## src/rtl/riscv_pkg.sv

```systemverilog
// Shared RISC-V core definitions: opcodes,
// fetch state encoding and reset vector.
package riscv_pkg;

  localparam logic [6:0] R_Type        = 7'h33;
  localparam logic [6:0] I_Type_LOGIC  = 7'h13;
  localparam logic [6:0] U_Type_LUI    = 7'h37;
  localparam logic [6:0] S_Type_SW     = 7'h23;
  localparam logic [6:0] I_Mem_Type_LW = 7'h03;
  localparam logic [6:0] J_Type_JAL    = 7'h6F;
  localparam logic [6:0] B_Type        = 7'h63;

  localparam logic [31:0] DEF_RESET_PC = 32'h0040_0000;

  typedef enum logic [1:0] {
    FETCH = 2'd0,
    HOLD  = 2'd1,
    FAULT = 2'd2
  } fetch_state_e;

  function automatic logic is_word_aligned(
    input logic [1:0] lsb
  );
    return lsb == 2'b00;
  endfunction

endpackage

```

## src/rtl/fetch_pc_reg.sv

```systemverilog
// Fetch address register; resets to the
// reset vector, loads on enable.
module fetch_pc_reg
  import riscv_pkg::*;
#(
  parameter int ADDR_WIDTH = 32,
  parameter logic [ADDR_WIDTH-1:0] RESET_PC =
    ADDR_WIDTH'(DEF_RESET_PC)
) (
  input  logic                  clk,
  input  logic                  rst_n,
  input  logic                  load,
  input  logic [ADDR_WIDTH-1:0] d,
  output logic [ADDR_WIDTH-1:0] q
);

  always_ff @(posedge clk or negedge rst_n) begin
    if (!rst_n) begin
      q <= RESET_PC;
    end else if (load) begin
      q <= d;
    end
  end

endmodule

```

## src/rtl/instruction_fetch.sv

```systemverilog
// Fetch stage: PC, ready-based imem request,
// held instruction and next-PC selection.
module instruction_fetch
  import riscv_pkg::*;
#(
  parameter int ADDR_WIDTH = 32,
  parameter logic [ADDR_WIDTH-1:0] RESET_PC =
    ADDR_WIDTH'(DEF_RESET_PC)
) (
  input  logic                  clk,
  input  logic                  reset,
  input  logic                  Advance_i,
  input  logic                  Branch_Taken_i,
  input  logic [ADDR_WIDTH-1:0] Branch_Target_i,
  output logic                  Mem_Req_o,
  output logic [ADDR_WIDTH-1:0] Mem_Addr_o,
  input  logic                  Mem_Ready_i,
  input  logic [31:0]           Mem_Rdata_i,
  output logic [ADDR_WIDTH-1:0] PC_o,
  output logic [31:0]           Instr_o,
  output logic [6:0]            OP_o,
  output logic                  Instr_Valid_o,
  output logic                  Misaligned_o
);

  fetch_state_e state, state_nxt;

  logic [ADDR_WIDTH-1:0] fetch_pc;
  logic [ADDR_WIDTH-1:0] next_pc;
  logic [ADDR_WIDTH-1:0] pc_q;
  logic [31:0]           instr_q;
  logic                  pc_load;
  logic                  capture;

  fetch_pc_reg #(
    .ADDR_WIDTH (ADDR_WIDTH),
    .RESET_PC   (RESET_PC)
  ) u_pc (
    .clk   (clk),
    .rst_n (reset),
    .load  (pc_load),
    .d     (next_pc),
    .q     (fetch_pc)
  );

  always_ff @(posedge clk or negedge reset) begin
    if (!reset) begin
      state <= FETCH;
    end else begin
      state <= state_nxt;
    end
  end

  always_comb begin
    state_nxt = state;
    pc_load   = 1'b0;
    capture   = 1'b0;
    next_pc   = Branch_Taken_i ? Branch_Target_i
                               : pc_q + ADDR_WIDTH'(4);
    unique case (state)
      FETCH: begin
        if (Mem_Ready_i) begin
          capture   = 1'b1;
          state_nxt = HOLD;
        end
      end
      HOLD: begin
        if (Advance_i) begin
          if (is_word_aligned(next_pc[1:0])) begin
            pc_load   = 1'b1;
            state_nxt = FETCH;
          end else begin
            state_nxt = FAULT;
          end
        end
      end
      FAULT: begin
        state_nxt = FAULT;
      end
      default: begin
        state_nxt = FETCH;
      end
    endcase
  end

  // Held word survives into FETCH/FAULT; only OP_o is masked.
  always_ff @(posedge clk or negedge reset) begin
    if (!reset) begin
      pc_q    <= '0;
      instr_q <= '0;
    end else if (capture) begin
      pc_q    <= fetch_pc;
      instr_q <= Mem_Rdata_i;
    end
  end

  assign Mem_Req_o     = (state == FETCH);
  assign Mem_Addr_o    = fetch_pc;
  assign Instr_Valid_o = (state == HOLD);
  assign Misaligned_o  = (state == FAULT);
  assign PC_o          = pc_q;
  assign Instr_o       = instr_q;
  assign OP_o          = Instr_Valid_o ? instr_q[6:0]
                                       : 7'h00;

endmodule

```

## config.mk

```make
export PLATFORM = sky130hd
export DESIGN_NAME = instruction_fetch
export DESIGN_NICKNAME = d
export VERILOG_FILES = /design/src/rtl/riscv_pkg.sv /design/src/rtl/fetch_pc_reg.sv /design/src/rtl/instruction_fetch.sv
export SDC_FILE = /design/constraint.sdc
export NUM_CORES = 1
export LEC_CHECK = 0
export BUFFER_PORTS_ARGS = -buffer_cell sky130_fd_sc_hd__buf_2
export CAP_MARGIN = 30
export CORE_MARGIN = 10
export CORE_UTILIZATION = 44
export CTS_CLUSTER_SIZE = 28
export DETAILED_ROUTE_END_ITERATION = 10
export GPL_ROUTABILITY_DRIVEN = 0
export GPL_TIMING_DRIVEN = 0
export PLACE_DENSITY_LB_ADDON = 0.2
export REMOVE_ABC_BUFFERS = 1
export SLEW_MARGIN = 20
export SYNTH_ARGS = -nofsm -noshare
export SYNTH_HDL_FRONTEND = slang
export SYNTH_SLANG_ARGS = --single-unit
```

## constraint.sdc

```tcl
create_clock -name clk -period 1.95 [get_ports clk]
set_input_delay 0.4875 -clock clk [delete_from_list [all_inputs] [get_ports clk]]
set_output_delay 0.4875 -clock clk [all_outputs]
set_load 0.005 [all_outputs]
```

Word level (Yosys, flattened, before mapping)
Index checks and enable logic that the tools add are counted.
{ "totals": {"reg_bits": 98, "input_bits": 69, "output_inout_bits": 106, "wordCells": 23} }
{ "op_classes": {"n_addsub": 1, "n_eq_ne": 4, "mux": 11, "n_reduce_logical": 3} }
{ "ops": {"columns": ["cell", "n"], "rows": [
  ["32-bit by 3-bit adder with 32-bit output (second input constant)", 1],
  ["32-bit 2-to-1 mux", 1],
  ["7-bit 2-to-1 mux", 1],
  ["2-bit 2-to-1 mux", 3],
  ["2-bit one-hot mux with 3 select lines", 1],
  ["1-bit 2-to-1 mux", 5],
  ["2-bit logical NOT", 2],
  ["2-bit by 1-bit == test with 1-bit output (second input constant)", 1],
  ["2-bit == test (second input constant)", 1],
  ["2-bit by 1-bit inequality test with 1-bit output (second input constant)", 1],
  ["2-bit inequality test (second input constant)", 1],
  ["2-bit AND reduction", 1]
]} }

Logic depth before layout (Yosys ltp)
Gate-level depths: netlist (run 1).
{ "logic_depth": {"word_depth": 6, "ltp_mapped": 8} }

By module
A second synthesis (run 1) with hierarchy kept.
{ "unflattened": {"cells_unflattened": 393, "area_unflattened_um2": 4916.0} }
{ "modules_own_cells": {"columns": ["mod", "n_inst", "cells_per_inst", "area_per_inst_um2", "seq_area_each_um2"], "rows": [
  ["instruction_fetch", 1, 325, 3569.7, 1651.6],
  ["fetch_pc_reg", 1, 68, 1346.3, 802.0]
]} }

Worst setup path before layout (run 1)
No wires, ideal clock.
{ "synth_path": {"path_type": "register to register", "from": "register pc_q[2], in the netlist PC_o[2]", "to": "register u_pc.q[20]", "setup_time_ps": 129, "t_arrival_ps": 1705, "path_slack_ps": 116, "stages_incl_launch_ff": 7, "synth_period_minus_slack_ps": 1834, "cell_sequence": "dfrtp_1 ha_1 nand3_1 nor4_4 a31oi_1 o311ai_0 nand2_1"} }
{ "synth_via": {"elab_chain_len": 2} }
{ "synth_lines": {"columns": ["item", "line", "text"], "rows": [
  ["from (decl)", "instruction_fetch.sv:30", "logic [ADDR_WIDTH-1:0] pc_q;"],
  ["from (signal assigned)", "instruction_fetch.sv:92", "pc_q <= fetch_pc;"],
  ["32-bit by 3-bit adder with 32-bit output", "instruction_fetch.sv:59", ": pc_q + ADDR_WIDTH'(4);"],
  ["32-bit 2-to-1 mux", "instruction_fetch.sv:58", "next_pc = Branch_Taken_i ? Branch_Target_i"],
  ["to (signal assigned)", "fetch_pc_reg.sv:19", "q <= RESET_PC;"],
  ["to (signal assigned)", "fetch_pc_reg.sv:21", "q <= d;"],
  ["to (decl)", "fetch_pc_reg.sv:14", "output logic [ADDR_WIDTH-1:0] q"]
]} }
No other way between the ends.
A chain may end at the register's enable or synchronous reset.

Worst setup path after layout (run 1)
{ "layout_path": {"from": "register pc_q[19], in the netlist PC_o[19]", "to": "register u_pc.q[21]"} }
Same word-level chain as after synthesis.

==> impl_metrics.ini, run 1 <==
[clock_network]
cts_tree = built
clkLatencyLatePin_ps = 370
clk_pin_slew_ps = 100
ctsHtreeMaxLevel = 3
cts-root-buf = clkbuf_8
cts.path.max_buffers = 2
clock-sinks = 98
numCtsBuffers = 9

[sta]
fin_skew_ps = 9.140
hold_violations = 0
drv_slew = 0
fin_setup_tns_ps = 0
worst-slew-pin-transition_ps = 495.6
setup_slack_ps = 116.4
slew_headroom_pct = 66.93
fmax_ghz = 0.5454
finalSetupViolations = 0
fin_crit_ps = 1834
rsz0062_at_grt = false
finalCritPeriodShare_pct = 94.03

[grt]
antenna_found_initial = 1
grt_pass1_wl_mm = 20.24
grt_max_degree = 56
grt_pass1_vias = 3857
track_usage_pct = 17.06
globalRouteOverflowTotal = 0

[synthesis]
synth_warnings = 0
synthTopCellsByCount = 97 x dfrtp_1, 62 x mux2_2, 35 x nand2_1
synth.area.top_cells = dfrtp_1 53%, mux2_2 15%, xor2_1 3.2%
yosys.area.top_type = dfrtp_1
ys_seq_area_share_pct = 53.23
synth_area_um2 = 4609
ys_async_sr_fraction_pct = 100.0
synth_edf_count = 0
syn_area_per_cell_um2 = 11.22
synth_ff_type = dfrtp_1
yosys.area.top_type_share_pct = 52.66
synthDistinctLibCells = 43
synth.most_common_cell = dfrtp_1
synth-seq-cells = 98
syn-instance-count = 411

[layout]
finish.net_count = 653
areaGrowthSynthToFinish_pct = 28.58
drive_gt1_share_pct = 48.64

[worst_setup_path]
r2r-end = u_pc.q[21]
r2r_setup_slack_ps = 120
start_kind = flop
critPathCaptureType = flop
cp.arrival_ps = 2080
critPathKind = reg2reg
crit_required_ps = 2200
worstPathMaxFanout = 7
reg2reg_depth = 5
worst_r2r_startpoint = PC_o[19]

[power]
cellPowerDensity_nw_per_um2 = 1458
p_leak_nw = 2.816
ir_drop_uv = 649.6

[drt]
first_pass_iters = 6
drt-initial-drc-count = 193
routed_wl_mm = 13.00
postRouteAntennaNets = 0
viasPerCell = 5.233
wl_per_cell_um = 17.93
num_vias = 3794
drc_errors = 0

[run_status]
outcome = completed

[die]
ios = 175
rows = 37
start_util_pct = 44.85
die_w_um = 122.4
core_region_area_um2 = 10280
die_area_um2 = 14970
die_height_um = 122.4

[placement]
dp_slack_ps = -605.4
hpwlAfterDp_mm = 9.517
port_buffers = 174

[hold_path]
hp-class = in2async

[job]
cap_violations = 0
sequential cells by signal (all words and copies together), names as in the netlist:
| register | cells |
|---|---|
| Instr_o | 32 |
| PC_o | 32 |
| state | 2 |
| u_pc.q | 32 |
final cells by class:
class / count / area (µm²)
Tap cell: 136 / 170.2
Antenna cell: 1 / 2.502
Timing Repair Buffer: 185 / 1002
Clock inverter: 6 / 65.06
Clock buffer: 10 / 137.6
Inverter: 4 / 15.01
Sequential cell: 98 / 2461
Fill cell: 957 / 4350
Multi-Input combinational cell: 285 / 2073
layout by cell type, fill, tap and decap left out, drive strengths merged, types with 2 or more instances in the layout:
master,instances
buf,185
dfrtp,97
mux2,62
nand2,35
o21ai,29
nor2,27
nand3,21
xor2,17
a21oi,13
nand4,13
clkbuf,10
and2,10
nor4,8
nor3,6
xnor2,6
o22ai,6
o211ai,6
inv,5
mux2i,4
a21o,3
and4,3
clkinv,3
and3,2
nor3b,2
nor2b,2
or4,2
what timing repair did:
action | in CTS | in global routing
endpoints found under the setup margin | 40 | 26
hold buffers | 0 | 0
pin swaps | 2 | 2
resized for setup | 12 | 7
cloned | 0 | 0
setup buffers | 2 | 6
stage by stage:
step,cells,util (%),total power [W],area (µm²),hold slack [ps]
4_1_cts,718,56.94,0.008681,5852,39.50
3_5_place_dp,700,54.49,0.007264,5600,445.0
6_report,725,57.67,0.008644,5927,36.72
5_1_grt,724,57.65,0.009296,5924,47.56
3_3_place_gp,697,53.77,0.007137,5527,472.4
2_1_floorplan,387,-,0.005510,4486,191.9
critical path: stages, from the launching register on:
cell and delay [ps]:
dfrtp_1 480, nand2_1 200, or4_4 550, o21ai_1 140, nor3b_1 250, o21ai_1 110
power by group:
part / switching [W] / internal, W / leakage (nW)
Sequential: 0.000840 / 0.00297 / 1.19
Combinational: 0.00157 / 0.00190 / 1.52
Clock: 0.000739 / 0.000631 / 0.103
how the worst max path moves through the flow:
stage	from	endpoint	slack [ps]	depth (start not counted)
after CTS	PC_o[10]	u_pc.q[31]	10	5
final	PC_o[19]	u_pc.q[21]	120	5
after global placement	Branch_Taken_i	u_pc.q[15]	-1840	5
after detailed placement	Branch_Taken_i	u_pc.q[7]	-610	5
after floorplan	state[1]	Instr_o[0]	-690	3
after global routing	PC_o[3]	u_pc.q[31]	6	6
layer usage:
| layer | GRT usage (%) | wire length, µm | vias up |
|---|---|---|---|
| met5 | 0 | 0 | - |
| met4 | 6.186 | 215 | 0 |
| met3 | 5.280 | 997 | 15 |
| met2 | 27.93 | 6446 | 111 |
| met1 | 20.85 | 5337 | 1857 |
| li1 | - | - | 1811 |
cells by family (layout without fill, tap and decap cells):
| kind of cell | count (synthesis) | after routing | synth area share, % |
|---|---|---|---|
| and+or+nand+nor | 134 | 134 | 15.55 |
| adders and majority gates | 1 | 1 | 0.2714 |
| AOI/OAI and AO/OA | 61 | 61 | 7.546 |
| buffers and inverters | 28 | 205 | 3.013 |
| DFF | 98 | 98 | 53.23 |
| other | 0 | 1 | 0 |
| muxes | 66 | 66 | 16.02 |
| xor gates and xnor gates | 23 | 23 | 4.370 |
(Power assumes the default switching activity.)
==> inputs of run 2 (changes only) <==
==> constraint.sdc (replaced) <==
create_clock -name clk -period 1.95 [get_ports clk]
set_input_delay 0.195 -clock clk [delete_from_list [all_inputs] [get_ports clk]]
set_output_delay 0.195 -clock clk [all_outputs]
set_load 0.005 [all_outputs]
==> run 2 against run 1 <==
Effect of this change:
- non-clock buffer count grew 1
- first-iteration DRC count grew 8.3%
- flip-flop and latch count is the same
- critical path depth is the same
- via count shrank 0.45%
- setup slack lost 7.8 ps
- cell area is the same
- clock power is essentially flat
- die area is the same
- register-to-register slack is essentially flat
- hold slack gained 13 ps
- largest power group unchanged
==> impl_metrics.ini, run 2 (synthesis gave the netlist of run 1 again) <==
[drt]
viasPerCell = 5.202
first_pass_iters = 4
num_vias = 3777
met2_wirelength_mm = 6.429
drc_errors = 0
wl_per_cell_um = 17.93
drt-initial-drc-count = 209
postRouteAntennaNets = 0
top_layer = met4
routed_wl_mm = 13.02
wl_met3_mm = 1.048
wl_met1_mm = 5.323

[hold_path]
holdPathStages = 2
hp-class = in2reg
min_from = Mem_Rdata_i[1]
whs_endpoint = Instr_o[1]

[sta]
fmax_ghz = 0.5431
fin_skew_ps = 8.696
slew_headroom_pct = 50.73
fin_setup_tns_ps = 0
drv_slew = 0
hold_slack_ps = 49.36
hold_violations = 0
finalSetupViolations = 0
finalCritPeriodShare_pct = 94.43
worst-slew-pin-transition_ps = 739.1
fin_crit_ps = 1841

[die]
start_util_pct = 44.85
ios = 175
die_w_um = 122.4
die_area_um2 = 14970
die_height_um = 122.4
rows = 37
core_region_area_um2 = 10280

[layout]
drive_gt1_share_pct = 48.39
fin_util_pct = 57.67
final_common_cell = buf_2
finish.net_count = 654
areaGrowthSynthToFinish_pct = 28.58
layout_common_cells = 173 x buf_2, 91 x dfrtp_1, 62 x mux2_2

[worst_setup_path]
start_kind = flop
cp_slowest_stage_delay_ps = 550
worst_r2r_startpoint = PC_o[19]
crit_chain = nand2_1 > or4_4 > o21ai_1 > nor3b_1 > o21ai_1
reg2reg_depth = 5
r2r_setup_slack_ps = 110
critPathCaptureType = flop
crit_required_ps = 2200
r2r-end = u_pc.q[21]
critPathKind = reg2reg
worstPathMaxFanout = 7
cp.arrival_ps = 2090
cp_slowest_cell = or4_4
cpMostUsedCell = o21ai_1

[clock_network]
clock-sinks = 98
ctsHtreeMaxLevel = 3
cts_tree = built
clk_pin_slew_ps = 100
cts-root-buf = clkbuf_8
numCtsBuffers = 9
cts.path.max_buffers = 2
clkLatencyLatePin_ps = 370

[grt]
grt_pass1_wl_mm = 20.25
track_usage_pct = 17.07
antenna_found_initial = 1
grt_pass1_vias = 3860
grt_max_degree = 56
globalRouteOverflowTotal = 0

[power]
cellPowerDensity_nw_per_um2 = 1454
ir_drop_uv = 649.2
p_leak_nw = 2.816

[run_status]
outcome = completed

[placement]
hpwlAfterDp_mm = 9.517
port_buffers = 174

[job]
cap_violations = 0
[run 2: cell count changes in the layout (fill, tap and decap cells not counted), sizes merged]
cell | before | now
dlygate4sd3 | 0 | 1
[run 2: worst max-delay path, delay by kind of cell (launching register included)]
| family | cells | cell delay, ps |
|---|---|---|
| flops | 1 | 480 |
| simple gates | 3 | 1000 |
| compound gates | 2 | 250 |
[run 2: stage by stage]
step	setup WS [ps]	total power (W)	std cells	instance area, µm²
after floorplan	-690.2	0.005510	387	4486
after global placement	-1550	0.007137	697	5527
after detailed placement	-396.9	0.007264	700	5600
after CTS	13.59	0.008682	719	5859
after global routing	-8.886	0.009277	725	5924
final	108.6	0.008619	726	5927
[run 2: layout make-up]
class                      count  area, µm²
fill                         955       4350
sequential                    98       2461
multi-input combinational    285       2066
timing repair buffer         186       1010
tap                          136      170.2
clock buffer                  10      137.6
clock inverter                 6      65.06
inverter                       4      15.01
antenna                        1      2.502
[run 2: how the worst max path moves through the flow]
stage	startpoint	end	slack, ps	cells after the start
after floorplan	state[1]	Instr_o[0]	-690	3
after global placement	Branch_Taken_i	u_pc.q[15]	-1550	5
after detailed placement	PC_o[2]	u_pc.q[20]	-400	6
after CTS	PC_o[10]	u_pc.q[31]	10	5
after global routing	state[0]	u_pc.q[31]	-9	5
final	PC_o[19]	u_pc.q[21]	110	5
[run 2: what timing repair did]
| item | CTS | global route |
|---|---|---|
| endpoints found under the hold margin | 43 | 0 |
| endpoints found under the setup margin | 32 | 19 |
| hold buffers | 1 | 0 |
| gates resized for setup | 11 | 5 |
| pin swaps | 2 | 1 |
| buffers inserted | 2 | 6 |
[run 2: where the power goes]
part	total [W]	switching [W]	internal [W]
registers	0.00380	0.000829	0.00297
logic	0.00345	0.00157	0.00189
clock network	0.00136	0.000733	0.000631
total	0.00862	0.00313	0.00549
[run 2: layer usage]
layer	up-vias	GRT usage [%]
met4	0	6.186
met1	1830	20.87
met5	-	0
met3	15	5.280
li1	1815	-
met2	117	27.93
